$ cat src/rtl/sqrt_job_scheduler.sv
// sqrt_job_scheduler: credit-tracked job pipeline, result FIFO and frame launcher.
// Optional macro SQRT_SCHED_STATS_EN adds stat_jobs/stat_drops counters.
module sqrt_job_scheduler #(
   parameter int DATA_W     = 32,
   parameter int PIPE_LAT   = 4,
   parameter int FIFO_DEPTH = 4,
   parameter int TX_ACK_TO  = 3
) (
   input  logic                        clk,
   input  logic                        rst_n,
   input  logic [DATA_W-1:0]           in_data,
   input  logic                        in_data_ready,
   output logic [DATA_W-1:0]           arith_in_s,
   input  logic [DATA_W-1:0]           arith_sqrt,
   output logic [DATA_W-1:0]           out_data,
   output logic                        out_data_ready,
   input  logic                        tx_idle,
   output logic                        drop_err,
`ifdef SQRT_SCHED_STATS_EN
   output logic [15:0]                 stat_jobs,
   output logic [7:0]                  stat_drops,
`endif
   output logic [$clog2(FIFO_DEPTH):0] fifo_level
);

   localparam int AW = $clog2(FIFO_DEPTH);
   localparam int LW = AW + 1;
   localparam int SW = $clog2(PIPE_LAT + FIFO_DEPTH + 1);
   localparam int TW = $clog2(TX_ACK_TO + 1);

   typedef enum logic [1:0] {
      IDLE,
      LAUNCH_WAIT,
      FRAME_WAIT
   } state_t;

   state_t              state;
   logic [TW-1:0]       timer;
   logic [PIPE_LAT-1:0] vld;
   logic [SW-1:0]       credit_used;
   logic                accept;
   logic                refuse;
   logic                push;
   logic                pop;
   logic [AW-1:0]       wp;
   logic [AW-1:0]       rp;
   logic [DATA_W-1:0]   mem [FIFO_DEPTH];

   // Jobs in flight plus queued results may never exceed the FIFO depth.
   always_comb begin
      credit_used = SW'(fifo_level);
      for (int k = 0; k < PIPE_LAT; k++) begin
         credit_used = credit_used + SW'(vld[k]);
      end
   end

   assign accept = in_data_ready && (credit_used < SW'(FIFO_DEPTH));
   assign refuse = in_data_ready && !accept;
   assign push   = vld[PIPE_LAT-1];
   assign pop    = (state == IDLE) && (fifo_level != '0) && tx_idle;

   always_ff @(posedge clk) begin
      if (!rst_n) begin
         vld        <= '0;
         arith_in_s <= '0;
         drop_err   <= 1'b0;
      end else begin
         vld[0] <= accept;
         for (int k = 1; k < PIPE_LAT; k++) begin
            vld[k] <= vld[k-1];
         end
         if (accept) arith_in_s <= in_data;
         if (refuse) drop_err <= 1'b1;
      end
   end

   always_ff @(posedge clk) begin
      if (push) mem[wp] <= arith_sqrt;
   end

   always_ff @(posedge clk) begin
      if (!rst_n) begin
         wp         <= '0;
         rp         <= '0;
         fifo_level <= '0;
      end else begin
         if (push) wp <= wp + 1'b1;
         if (pop) rp <= rp + 1'b1;
         fifo_level <= fifo_level + LW'(push) - LW'(pop);
      end
   end

   always_ff @(posedge clk) begin
      if (!rst_n) begin
         state          <= IDLE;
         timer          <= '0;
         out_data       <= '0;
         out_data_ready <= 1'b0;
      end else begin
         out_data_ready <= 1'b0;
         unique case (state)
            IDLE: begin
               if (pop) begin
                  out_data       <= mem[rp];
                  out_data_ready <= 1'b1;
                  timer          <= '0;
                  state          <= LAUNCH_WAIT;
               end
            end
            LAUNCH_WAIT: begin
               if (!tx_idle) begin
                  state <= FRAME_WAIT;
               end else begin
                  // A transmitter that never goes busy is assumed finished.
                  timer <= timer + 1'b1;
                  if (timer == TW'(TX_ACK_TO - 1)) state <= IDLE;
               end
            end
            FRAME_WAIT: begin
               if (tx_idle) state <= IDLE;
            end
            default: state <= IDLE;
         endcase
      end
   end

`ifdef SQRT_SCHED_STATS_EN
   always_ff @(posedge clk) begin
      if (!rst_n) begin
         stat_jobs  <= '0;
         stat_drops <= '0;
      end else begin
         if (pop) stat_jobs <= stat_jobs + 1'b1;
         if (refuse && (stat_drops != 8'hff)) stat_drops <= stat_drops + 1'b1;
      end
   end
`endif

endmodule

$ cat config.mk
export PLATFORM = sky130hd
export DESIGN_NAME = sqrt_job_scheduler
export DESIGN_NICKNAME = d
export VERILOG_FILES = /design/src/rtl/sqrt_job_scheduler.sv
export SDC_FILE = /design/constraint.sdc
export NUM_CORES = 1
export LEC_CHECK = 0
export CAP_MARGIN = 5
export CORE_MARGIN = 3
export CORE_UTILIZATION = 52
export DETAILED_ROUTE_END_ITERATION = 12
export HOLD_SLACK_MARGIN = 0.06
export PLACE_DENSITY = 0.79
export SLEW_MARGIN = 20
export SYNTH_ARGS = -nofsm -noshare
export SYNTH_HDL_FRONTEND = slang
export SYNTH_SLANG_ARGS = --single-unit
$ cat constraint.sdc
create_clock -name clk -period 3.45 [get_ports clk]
set_input_delay 0.5175 -clock clk [delete_from_list [all_inputs] [get_ports clk]]
set_output_delay 0.5175 -clock clk [all_outputs]
set_load 0.005 [all_outputs]
### After elaboration in Yosys (flattened, before gate mapping)

Memories as Yosys holds them, arrays and structs flattened. A register that Yosys moved wholly into a read port is not among the register bits.
Index checks and enable logic that the tools add are counted.

| operators by class | value |
|---|---|
| add/subtract/negate cells | 9 |
| $mul | 0 |
| divide/modulo/power cells | 0 |
| order comparisons | 1 |
| eq/ne operators | 7 |
| shift operators | 0 |
| mux-type cells | 11 |
| bitwise gates (word level) | 0 |
| reductions and logical operators | 13 |

Operators by type and width:

| cell | number |
|---|---|
| adder 4 x 1 -> 4 bit | 3 |
| 2-to-1 mux 2 bit | 6 |
| adder 2 x 1 -> 2 bit (second input constant) | 3 |
| != test 2 bit (second input constant) | 3 |
| one-hot mux 2 bit (3 select lines) | 1 |
| AND reduction 3 bit | 2 |
| adder 3 x 1 -> 4 bit | 1 |
| == test 2 bit (second input constant) | 2 |
| logical AND 1 bit | 4 |
| less-than comparator 4 x 3 -> 1 bit (second input constant) | 1 |
| one-hot mux 2 bit (2 select lines) | 1 |
| AND reduction 2 bit | 2 |
| adder 3 x 1 -> 3 bit | 1 |
| 2-to-1 mux 1 bit | 3 |
| != test 3 bit (second input constant) | 1 |
| nonzero test 3 bit | 1 |
| subtractor 3 x 1 -> 3 bit | 1 |
| == test 2 x 1 -> 1 bit (second input constant) | 1 |
| logical NOT 1 bit | 2 |
| logical NOT 2 bit | 1 |
| nonzero test 2 bit | 1 |

| word-level totals | value |
|---|---|
| register bits after elaboration | 49 |
| bits in latches | 0 |
| memory bits (writable) | 128 |
| ROM bits | 0 |
| output and inout bits | 69 |
| logic and storage cells | 51 |
| memories kept | 1 |

Memories:

| memory | words | bits a word | rd ports | clocked after Yosys merged registers in | wr ports | RTL line | text |
|---|---|---|---|---|---|---|---|
| mem | 4 | 32 | 1 | 1 | 1 | 47 | `logic [DATA_W-1:0] mem [FIFO_DEPTH];` |

### Depth between registers and ports, before layout

Gate-level depths: netlist of the first run.

| logic depth | value |
|---|---|
| word-level depth | 8 |
| mapped depth | 11 |
| gate-level depth less buffers | 9 |

### Least setup slack after synthesis of the first run

Ideal clock, no wire load.

| timing path | value |
|---|---|
| kind | in2reg |
| start | input tx_idle |
| end | register fifo_level[2] |
| setup time | 0.115 ns |
| data arrival time | 2.501 ns |
| path slack | 0.835 ns |
| stages on the path | 11 |
| path buffers | 2 |
| path through | or3b_1 -> buf_6 -> nor2_2 -> buf_2 -> ha_1 -> inv_1 -> ha_1 -> fa_1 -> xor2_1 -> xnor2_1 -> and2_1 |

| on the way | value |
|---|---|
| cells in the longest elaborated chain, start to end | 2 |

Ends and longest elaborated chain:

| item | RTL line | text |
|---|---|---|
| start, declared | 17 | `input logic tx_idle,` |
| logical AND 1 bit | 60 | `assign pop = (state == IDLE) && (fifo_level != '0) && tx_idle;` |
| net pop | 44 | `logic pop;` |
| subtractor 3 x 1 -> 3 bit | 89 | `fifo_level <= fifo_level + LW'(push) - LW'(pop);` |
| end signal, assigned | 89 |  |
| end, declared | 23 | `output logic [$clog2(FIFO_DEPTH):0] fifo_level` |

The timed path passes the listed nets, and every way through them passes these cells.
A chain may end at the register's enable or synchronous reset.

### Worst setup path in the final report of the first run

| timing path | value |
|---|---|
| start | register fifo_level[0] |
| end | register arith_in_s[13] |

| on the way | value |
|---|---|
| cells in the longest elaborated chain, start to end | 6 |

Ends and longest elaborated chain:

| item | RTL line | text |
|---|---|---|
| adder 3 x 1 -> 4 bit | 53 | `credit_used = credit_used + SW'(vld[k]);` |
| adder 4 x 1 -> 4 bit (3 in a row) | 53 |  |
| less-than comparator 4 x 3 -> 1 bit | 57 | `assign accept = in_data_ready && (credit_used < SW'(FIFO_DEPTH));` |
| logical AND 1 bit | 57 |  |
| end signal, assigned | 72 | `if (accept) arith_in_s <= in_data;` |
| end, declared | 13 | `output logic [DATA_W-1:0] arith_in_s,` |

No other way between the ends.

==> flow_metrics.tcl, run 1 <==
set metrics [dict create \
    status "complete, no violations" \
    r2r_end "arith_in_s[13]" \
    crit_fanout 26 \
    internal_power_uw 5010 \
    top_usage_layer "met2" \
    wire_per_inst_um 18.5 \
    synth-simple-area-share 0.0681 \
    grt_pass1_vias 4719 \
    ys_types 37 \
    syn_to_final_growth_pct 28.5 \
    hold_buffers 0 \
    via_per_inst 5.39 \
    required_ns 3.86 \
    p_leak_uw 0.00342 \
    hold_viol_final 0 \
    drv_slew 0 \
    grt_pass1_wl_um 24700 \
    setup_viol_count_final 0 \
    drive_gt1_frac 0.133 \
    cts_tree "built" \
    placed_area_um2 9280 \
    syn_avg_cell_area_um2 15.8 \
    hold_start "arith_in_s[10]" \
    cp.arrival_ns 2.89 \
    synth_edf_count 128 \
    yosys-top-cells-area "edfxtp_1 (49%), dfxtp_1 (21%), mux4_2 (9.2%)" \
    core-area_um2 14600 \
    rsz0062_at_grt "false" \
    io_pins 137 \
    syn_inst 495 \
    portBuffers 136 \
    dieWidth_um 129 \
    max_cap_viol_count 0 \
    grtUsageTotal 0.189 \
    min_path_type "register to register" \
    dieHeight_um 129 \
    period_minus_slack_ns 2.48 \
    fillerInstances 955 \
    start_util 0.535 \
    drt_pass1_iterations 5 \
    async_flop_share 0 \
    p_clk_frac 0.356 \
    grtUsageMet2 0.324 \
    switchingPower_uw 1620 \
    drt-total-wl_um 15400 \
    holdPathEnd "arith_in_s[10]" \
    antenna_cells 0 \
    synth_adder_area_share 0.0196 \
    clock_skew_ns 0.0196 \
    dp_hpwl_um 9380 \
    r2r_slack_ns 0.97 \
    design_area_um2 10000 \
    yosysWarningCount 0 \
    slew-limit-headroom 0.363 \
    cts_max_level 1 \
    r2r-start "fifo_level[0]" \
    rows 44 \
    combPwrFrac 0.189 \
    endpoint_kind "register" \
    postCtsSetupBuffers 0 \
    cts.sinks 209 \
    power_switching_share 0.245 \
    clock_path_buffers 3 \
    synth-xor-area-share 0.00449 \
    p_total_uw 6640 \
    place_worst_setup_slack_ns 0.517 \
    timing.hold.worst_path_depth 2 \
    start_kind "register" \
    ys_dominant_reg_cell "edfxtp_1" \
    synth_top_family_by_area "multiplexers" \
    finalCritPeriodShare 0.718 \
    grt_use_met3 0.0428 \
    p_seq_frac 0.455 \
    cts_resized 0 \
    ys_seq_area_frac 0.700 \
    drtIter0Drc 202 \
    synth-compound-area-share 0.0459 \
    place.gp.congestion 0.827 \
    yosys.area.top_type "edfxtp_1" \
    post-route-drc-count 0 \
    crit_start "fifo_level[0]" \
    power_density_nw_per_um2 662 \
    nNetsFinal 709 \
    peakVddDrop_mv 0.432 \
    cts_made_buffers 22 \
    grt_antenna_before_repair 1 \
    clk_latency_ns 0.50 \
    fmax_mhz 403 \
    worst_slack_ns 0.971 \
    ys_top_cells_by_count "edfxtp_1 (128), nand2_1 (96), dfxtp_1 (81), mux2i_1 (33)" \
    synth-seq-cells 209 \
    syn-num-nets 574 \
    setup_tns_ns 0 \
    final_antenna_net_count 0 \
    final_core_util 0.687 \
    synth_top_area_frac 0.493 \
    ff2ff_path_depth 6 \
    cts_root_buf "clkbuf_16" \
    worstMarginPinSlew_ns 0.955 \
    synth_area_um2 7800 \
    grt-ovfl-total 0 \
    met1_usage 0.244 \
    yosysMostFrequentCell "edfxtp_1" \
    grt_max_degree 77 \
    worstSetupPathType "register to register" \
    synthMuxAreaShare 0.135 \
    die_area_um2 16500 \
    clk_pin_slew_ns 0.06 \
    vias 4475 \
]
area by class of cell:
class	instances	area, um^2	share of cell area
timing repair buffer	142	1400	0.140
tap	184	230	0.0230
inverter	9	33.8	0.00337
multi-input combinational	246	2140	0.213
sequential	209	5470	0.545
clock inverter	10	121	0.0121
clock buffer	30	631	0.0629
state kept, by name (all words and copies together), names as in the netlist, 2 cells and up:
name        cells
vld             4
timer           2
fifo_level      3
state           2
rp              2
out_data       32
mem           128
wp              2
arith_in_s     32
power by group through the flow:
stage | Sequential, uW | Combinational, uW | Clock [uW]
detailed placement | 3080 | 1270 | 0
floorplan | 3010 | 757 | 0
global route | 3060 | 1380 | 2520
global placement | 3070 | 1230 | 0
CTS | 3030 | 1280 | 2420
finish | 3020 | 1260 | 2360
worst max-delay path by stage:
stage | endpoint | cells after the start | slack, ns
2_1_floorplan | fifo_level[2] | 11 | 0.83
3_3_place_gp | fifo_level[2] | 10 | 0.56
3_5_place_dp | fifo_level[2] | 10 | 0.52
4_1_cts | arith_in_s[20] | 6 | 0.94
5_1_grt | arith_in_s[26] | 6 | 0.74
6_report | arith_in_s[13] | 6 | 0.97
cells in the final DEF (no fill, tap or decap), drive strengths merged, types with 3 or more instances in the layout:
| cell type | n |
|---|---|
| a21oi | 4 |
| and2 | 11 |
| buf | 7 |
| clkbuf | 30 |
| clkdlybuf4s50 | 135 |
| clkinv | 5 |
| clkinvlp | 3 |
| dfxtp | 81 |
| edfxtp | 128 |
| ha | 9 |
| inv | 9 |
| mux2i | 33 |
| mux4 | 32 |
| nand2 | 96 |
| nor2 | 4 |
| nor3 | 3 |
| o2bb2ai | 32 |
| xnor2 | 3 |
logic make-up after synthesis:
logic type      after synthesis
compound gates               44
fa+ha+maj                    11
mux                          65
buf+inv                      40
simple gates                122
flops                       209
xor+xnor                      4
metal layers:
layer | share of wire | vias up
li1 | - | 2099
met1 | 0.40 | 2151
met2 | 0.49 | 195
met3 | 0.092 | 28
met4 | 0.018 | 2
met5 | 0.00085 | -
stage by stage:
stage | std cells | hold WS (ns)
CTS | 830 | 0.447
global route | 830 | 0.459
floorplan | 495 | 0.436
global placement | 790 | 0.442
detailed placement | 790 | 0.449
finish | 830 | 0.455
worst max-delay path, cell delays in order, from the launching register on:
cell and delay, ns:
dfxtp_1 0.36, fa_1 0.43, ha_1 0.30, a211oi_1 0.27, and3_2 0.36, buf_4 0.43
mux2i_1 0.24
Note: power is estimated with default switching activity, not from simulation.
==> run 2: changes to the inputs <==
==> constraint.sdc (replaced) <==
create_clock -name clk -period 2.4 [get_ports clk]
set_input_delay 0.36 -clock clk [delete_from_list [all_inputs] [get_ports clk]]
set_output_delay 0.36 -clock clk [all_outputs]
set_load 0.005 [all_outputs]
==> flow_metrics.tcl, run 2 (same netlist as run 1, synthesis figures left out) <==
set metrics [dict create \
    final_core_util 0.694 \
    crit_slowest_cell "dfxtp_1" \
    design_area_um2 10100 \
    cts_tree "built" \
    cts.sinks 209 \
    reg_top3 "mem (128), arith_in_s (32), out_data (32)" \
    p_leak_uw 0.00348 \
    via_per_inst 5.44 \
    grt_pass1_wl_um 24500 \
    post-route-drc-count 0 \
    nNetsFinal 718 \
    crit_path_end "fifo_level[2]" \
    placed_area_um2 9400 \
    crit_start "fifo_level[1]" \
    clk_pin_slew_ns 0.06 \
    mostFrequentLayoutCell "clkdlybuf4s50_1" \
    hold_buffers 0 \
    max_cap_viol_count 0 \
    power_density_nw_per_um2 945 \
    dieHeight_um 129 \
    r2r-start "fifo_level[1]" \
    dieWidth_um 129 \
    cp.arrival_ns 2.61 \
    cts_made_buffers 22 \
    dp_cells 797 \
    grt_pass1_vias 4593 \
    drive_gt1_frac 0.142 \
    crit_chain "nor3_4, nor2_4, ha_1, inv_1, ha_1, fa_1, xor2_1, xnor2_1, and2_1" \
    grtUsageTotal 0.190 \
    setup_tns_ns 0 \
    clock_path_buffers 3 \
    clock_skew_ns 0.0128 \
    slew-limit-headroom 0.380 \
    worstSetupPathType "register to register" \
    grt_antenna_before_repair 0 \
    clk_latency_ns 0.49 \
    setup_viol_count_final 0 \
    core-area_um2 14600 \
    grt_max_degree 65 \
    rows 44 \
    drv_slew 0 \
    largest_reg_flops 128 \
    die_area_um2 16500 \
    cts_max_level 1 \
    crit_fanout 5 \
    drt_pass1_iterations 4 \
    final_antenna_net_count 0 \
    antenna_cells 0 \
    r2r_slack_ns 0.16 \
    wire_per_inst_um 18.9 \
    holdWs_ns 0.280 \
    endpoint_kind "register" \
    drt-total-wl_um 15900 \
    vias 4561 \
    portBuffers 136 \
    max_stage_delay_ns 0.39 \
    fmax_mhz 447 \
    period_minus_slack_ns 2.24 \
    syn_to_final_growth_pct 29.8 \
    mostFrequentLayoutCells "clkdlybuf4s50_1 (135), edfxtp_1 (128), nand2_1 (96), dfxtp_1 (79), mux2i_1 (33)" \
    regMostFlops "mem" \
    peakVddDrop_mv 0.664 \
    dp_hpwl_um 9720 \
    r2r_end "fifo_level[2]" \
    path_common_cell "ha_1" \
    required_ns 2.78 \
    io_pins 137 \
    rsz0062_at_grt "false" \
    worstMarginPinSlew_ns 0.929 \
    min_path_type "input pin to register" \
    place.gp.congestion 0.844 \
    cts_root_buf "clkbuf_16" \
    hold_viol_final 0 \
    status "complete, no violations" \
    start_kind "register" \
    finalCritPeriodShare 0.932 \
    ff2ff_path_depth 9 \
    grt-ovfl-total 0 \
    hold_start "rst_n" \
    drtIter0Drc 281 \
    start_util 0.535 \
    final_cells 839 \
]
run 2: cell count changes in the layout (fill, tap and decap cells not counted), moves of 2 or more:
cell	previous run	this run
clkbuf_8	5	1
clkinv_2	2	6
buf_4	7	11
clkinvlp_4	3	1
buf_12	0	5
run 2: layer usage:
layer / part of all wire / up-vias / routed length [um] / global-route usage
met4: 0.021 / 0 / 328 / 0.0531
met3: 0.083 / 30 / 1310 / 0.0448
met1: 0.40 / 2221 / 6340 / 0.245
met2: 0.50 / 186 / 7900 / 0.326
met5: 0 / - / 0 / 0
li1: - / 2124 / - / -
run 2: worst min path at each step:
stage / endpoint / slack [ns] / cells past startpoint
2_1_floorplan: vld[2] / 0.44 / 1
3_3_place_gp: arith_in_s[2] / 0.44 / 2
3_5_place_dp: arith_in_s[2] / 0.45 / 2
4_1_cts: arith_in_s[13] / 0.27 / 3
5_1_grt: arith_in_s[10] / 0.28 / 3
6_report: arith_in_s[9] / 0.28 / 3
run 2: layout make-up:
type	count	area, um^2
well taps	184	230
clock inverters	12	114
fillers	981	4460
multi-input cells	246	2150
clock buffers	28	604
repair buffers	151	1530
inverters	9	33.8
flip-flops and latches	209	5470
run 2: metrics by stage:
| step | setup slack [ns] | total power [uW] |
|---|---|---|
| 2_1_floorplan | 0.0376 | 5450 |
| 3_3_place_gp | -0.185 | 6250 |
| 3_5_place_dp | -0.255 | 6330 |
| 4_1_cts | 0.0525 | 9640 |
| 5_1_grt | 0.0378 | 10000 |
| 6_report | 0.162 | 9580 |
run 2: report_power, final:
group          leakage, uW  internal [uW]  switching (uW)
clock network     0.000354           2000            1300
registers          0.00182           4090             272
logic              0.00131           1140             781
run 2: repair_timing:
action                                  4_1_cts  5_1_grt
endpoints found under the setup margin        0        1
buffers inserted                              0        2
resized for setup                             0        0
hold endpoints to repair                      0        0
run 2: critical path: cells and delay by family (launching register included):
family | cells | cell delay, ns
fa+ha+maj | 3 | 0.84
xor+xnor | 2 | 0.29
buf+inv | 1 | 0.04
simple gates | 3 | 0.57
flops | 1 | 0.39
==> run 3: changes to the inputs <==
--- a/config.mk
+++ b/config.mk
@@ -6,7 +6,6 @@
 export NUM_CORES = 1
 export LEC_CHECK = 0
 export CAP_MARGIN = 5
-export CORE_MARGIN = 3
 export CORE_UTILIZATION = 52
 export DETAILED_ROUTE_END_ITERATION = 12
 export HOLD_SLACK_MARGIN = 0.06
==> constraint.sdc (replaced) <==
create_clock -name clk -period 2.4 [get_ports clk]
set_input_delay 0.48 -clock clk [delete_from_list [all_inputs] [get_ports clk]]
set_output_delay 0.48 -clock clk [all_outputs]
set_load 0.005 [all_outputs]
==> flow_metrics.tcl, run 3 (same netlist as run 1, synthesis figures left out) <==
set metrics [dict create \
    power_density_nw_per_um2 926 \
    dp_hpwl_um 9360 \
    drive_gt1_frac 0.141 \
    clk_pin_slew_ns 0.06 \
    clock_skew_ns 0.00561 \
    start_util 0.535 \
    rsz0062_at_grt "false" \
    via_per_inst 5.33 \
    final_cells 837 \
    peakVddDrop_mv 0.627 \
    grt-ovfl-total 0 \
    power_switching_share 0.248 \
    min_path_type "input pin to register" \
    cts_resized 0 \
    ff2ff_path_depth 6 \
    crit_chain "clkdlybuf4s50_1, or3b_1, nor2_4, ha_1, inv_1, ha_1, fa_2, xor2_1, xnor2_1, and2_1" \
    reg_top3 "mem (128), arith_in_s (32), out_data (32)" \
    mostFrequentLayoutCell "clkdlybuf4s50_1" \
    timing.hold.worst_path_depth 3 \
    path_common_cell "ha_1" \
    crit_slowest_cell "clkdlybuf4s50_1" \
    core-area_um2 14600 \
    final_core_util 0.694 \
    cts_root_buf "clkbuf_16" \
    die_area_um2 15500 \
    worstPathBufferInverterCount 2 \
    post-route-drc-count 0 \
    postCtsSetupBuffers 0 \
    setup_tns_ns 0 \
    grt_pass1_wl_um 24600 \
    max_cap_viol_count 0 \
    nNetsFinal 716 \
    p_clk_frac 0.336 \
    syn_to_final_growth_pct 29.7 \
    fmax_mhz 454 \
    finalCritPeriodShare 0.918 \
    cts_made_buffers 22 \
    grt_pass1_vias 4767 \
    p_leak_uw 0.00347 \
    worstMarginPinSlew_ns 0.946 \
    p_seq_frac 0.464 \
    slew-limit-headroom 0.369 \
    clock_path_buffers 3 \
    cp_top_family "simple AND/OR/NAND/NOR gates" \
    hold_buffers 0 \
    cts.sinks 209 \
    grt_antenna_before_repair 1 \
    setup_viol_count_final 0 \
    status "complete, no violations" \
    drt-total-wl_um 15200 \
    start_kind "input pin" \
    cp.arrival_ns 2.59 \
    wire_per_inst_um 18.1 \
    cts_max_level 1 \
    largest_reg_flops 128 \
    portBuffers 136 \
    period_minus_slack_ns 2.20 \
    place.gp.congestion 0.787 \
    dieHeight_um 125 \
    drt_pass1_iterations 5 \
    endpoint_kind "register" \
    io_pins 137 \
    p_total_uw 9370 \
    drv_slew 0 \
    worstSetupPathType "input pin to register" \
    regMostFlops "mem" \
    required_ns 2.79 \
    cts_tree "built" \
    crit_fanout 2 \
    max_stage_delay_ns 0.47 \
    hold_viol_final 0 \
    drtIter0Drc 132 \
    switchingPower_uw 2320 \
    antenna_cells 0 \
    combPwrFrac 0.200 \
    rows 44 \
    internal_power_uw 7050 \
    dp_cells 797 \
    final_antenna_net_count 0 \
    clk_latency_ns 0.49 \
    grtUsageTotal 0.202 \
    vias 4462 \
    mostFrequentLayoutCells "clkdlybuf4s50_1 (135), edfxtp_1 (128), nand2_1 (96), dfxtp_1 (79), mux2i_1 (33)" \
    dieWidth_um 125 \
    holdWs_ns 0.405 \
    grt_max_degree 106 \
    cp.depth 10 \
]
[run 3: cell count changes in the layout (fill, tap and decap cells not counted), sizes merged]
cell / before / now
buf: 16 / 14
inv: 9 / 10
bufinv: 2 / 0
clkbuf: 28 / 29
[run 3: final cells by class]
type	instances	area, um^2
inverter	9	33.8
sequential	209	5470
clock buffer	29	628
clock inverter	11	60.1
tap	184	230
fill	946	4470
multi-input combinational	246	2140
timing repair buffer	149	1560
[run 3: path summary, 6_finish.rpt]
path | startpoint | end | slack, ns
worst min register to register | out_data[21] | out_data[21] | 0.46
worst max register to register | fifo_level[0] | arith_in_s[21] | 0.22
worst min-delay path | rst_n | wp[1] | 0.41
worst max-delay path | tx_idle | fifo_level[2] | 0.20
[run 3: power groups by stage]
stage | Sequential (uW) | Clock [uW] | Combinational (uW)
final | 4350 | 3150 | 1870
after global routing | 4390 | 3360 | 2040
after CTS | 4360 | 3220 | 1900
after detailed placement | 4430 | 0 | 1900
after global placement | 4420 | 0 | 1850
after floorplan | 4330 | 0 | 1110
[run 3: tightest hold or removal path: stages]
cell and delay, ns:
buf_4 0.10, inv_1 0.15, nor2_1 0.13
[run 3: per-layer routing]
metal  track usage  share of wire  routed length (um)
met3        0.0507          0.062                 944
met1         0.240           0.43                6470
met2         0.360           0.49                7510
met5             0              0                   0
met4        0.0567          0.017                 255
[run 3: stage by stage]
stage	cell area (um^2)	setup WS, ns
finish	10100	0.197
global route	10100	0.0291
CTS	10100	0.195
detailed placement	9430	-0.320
global placement	9430	-0.284
floorplan	7820	-0.0390
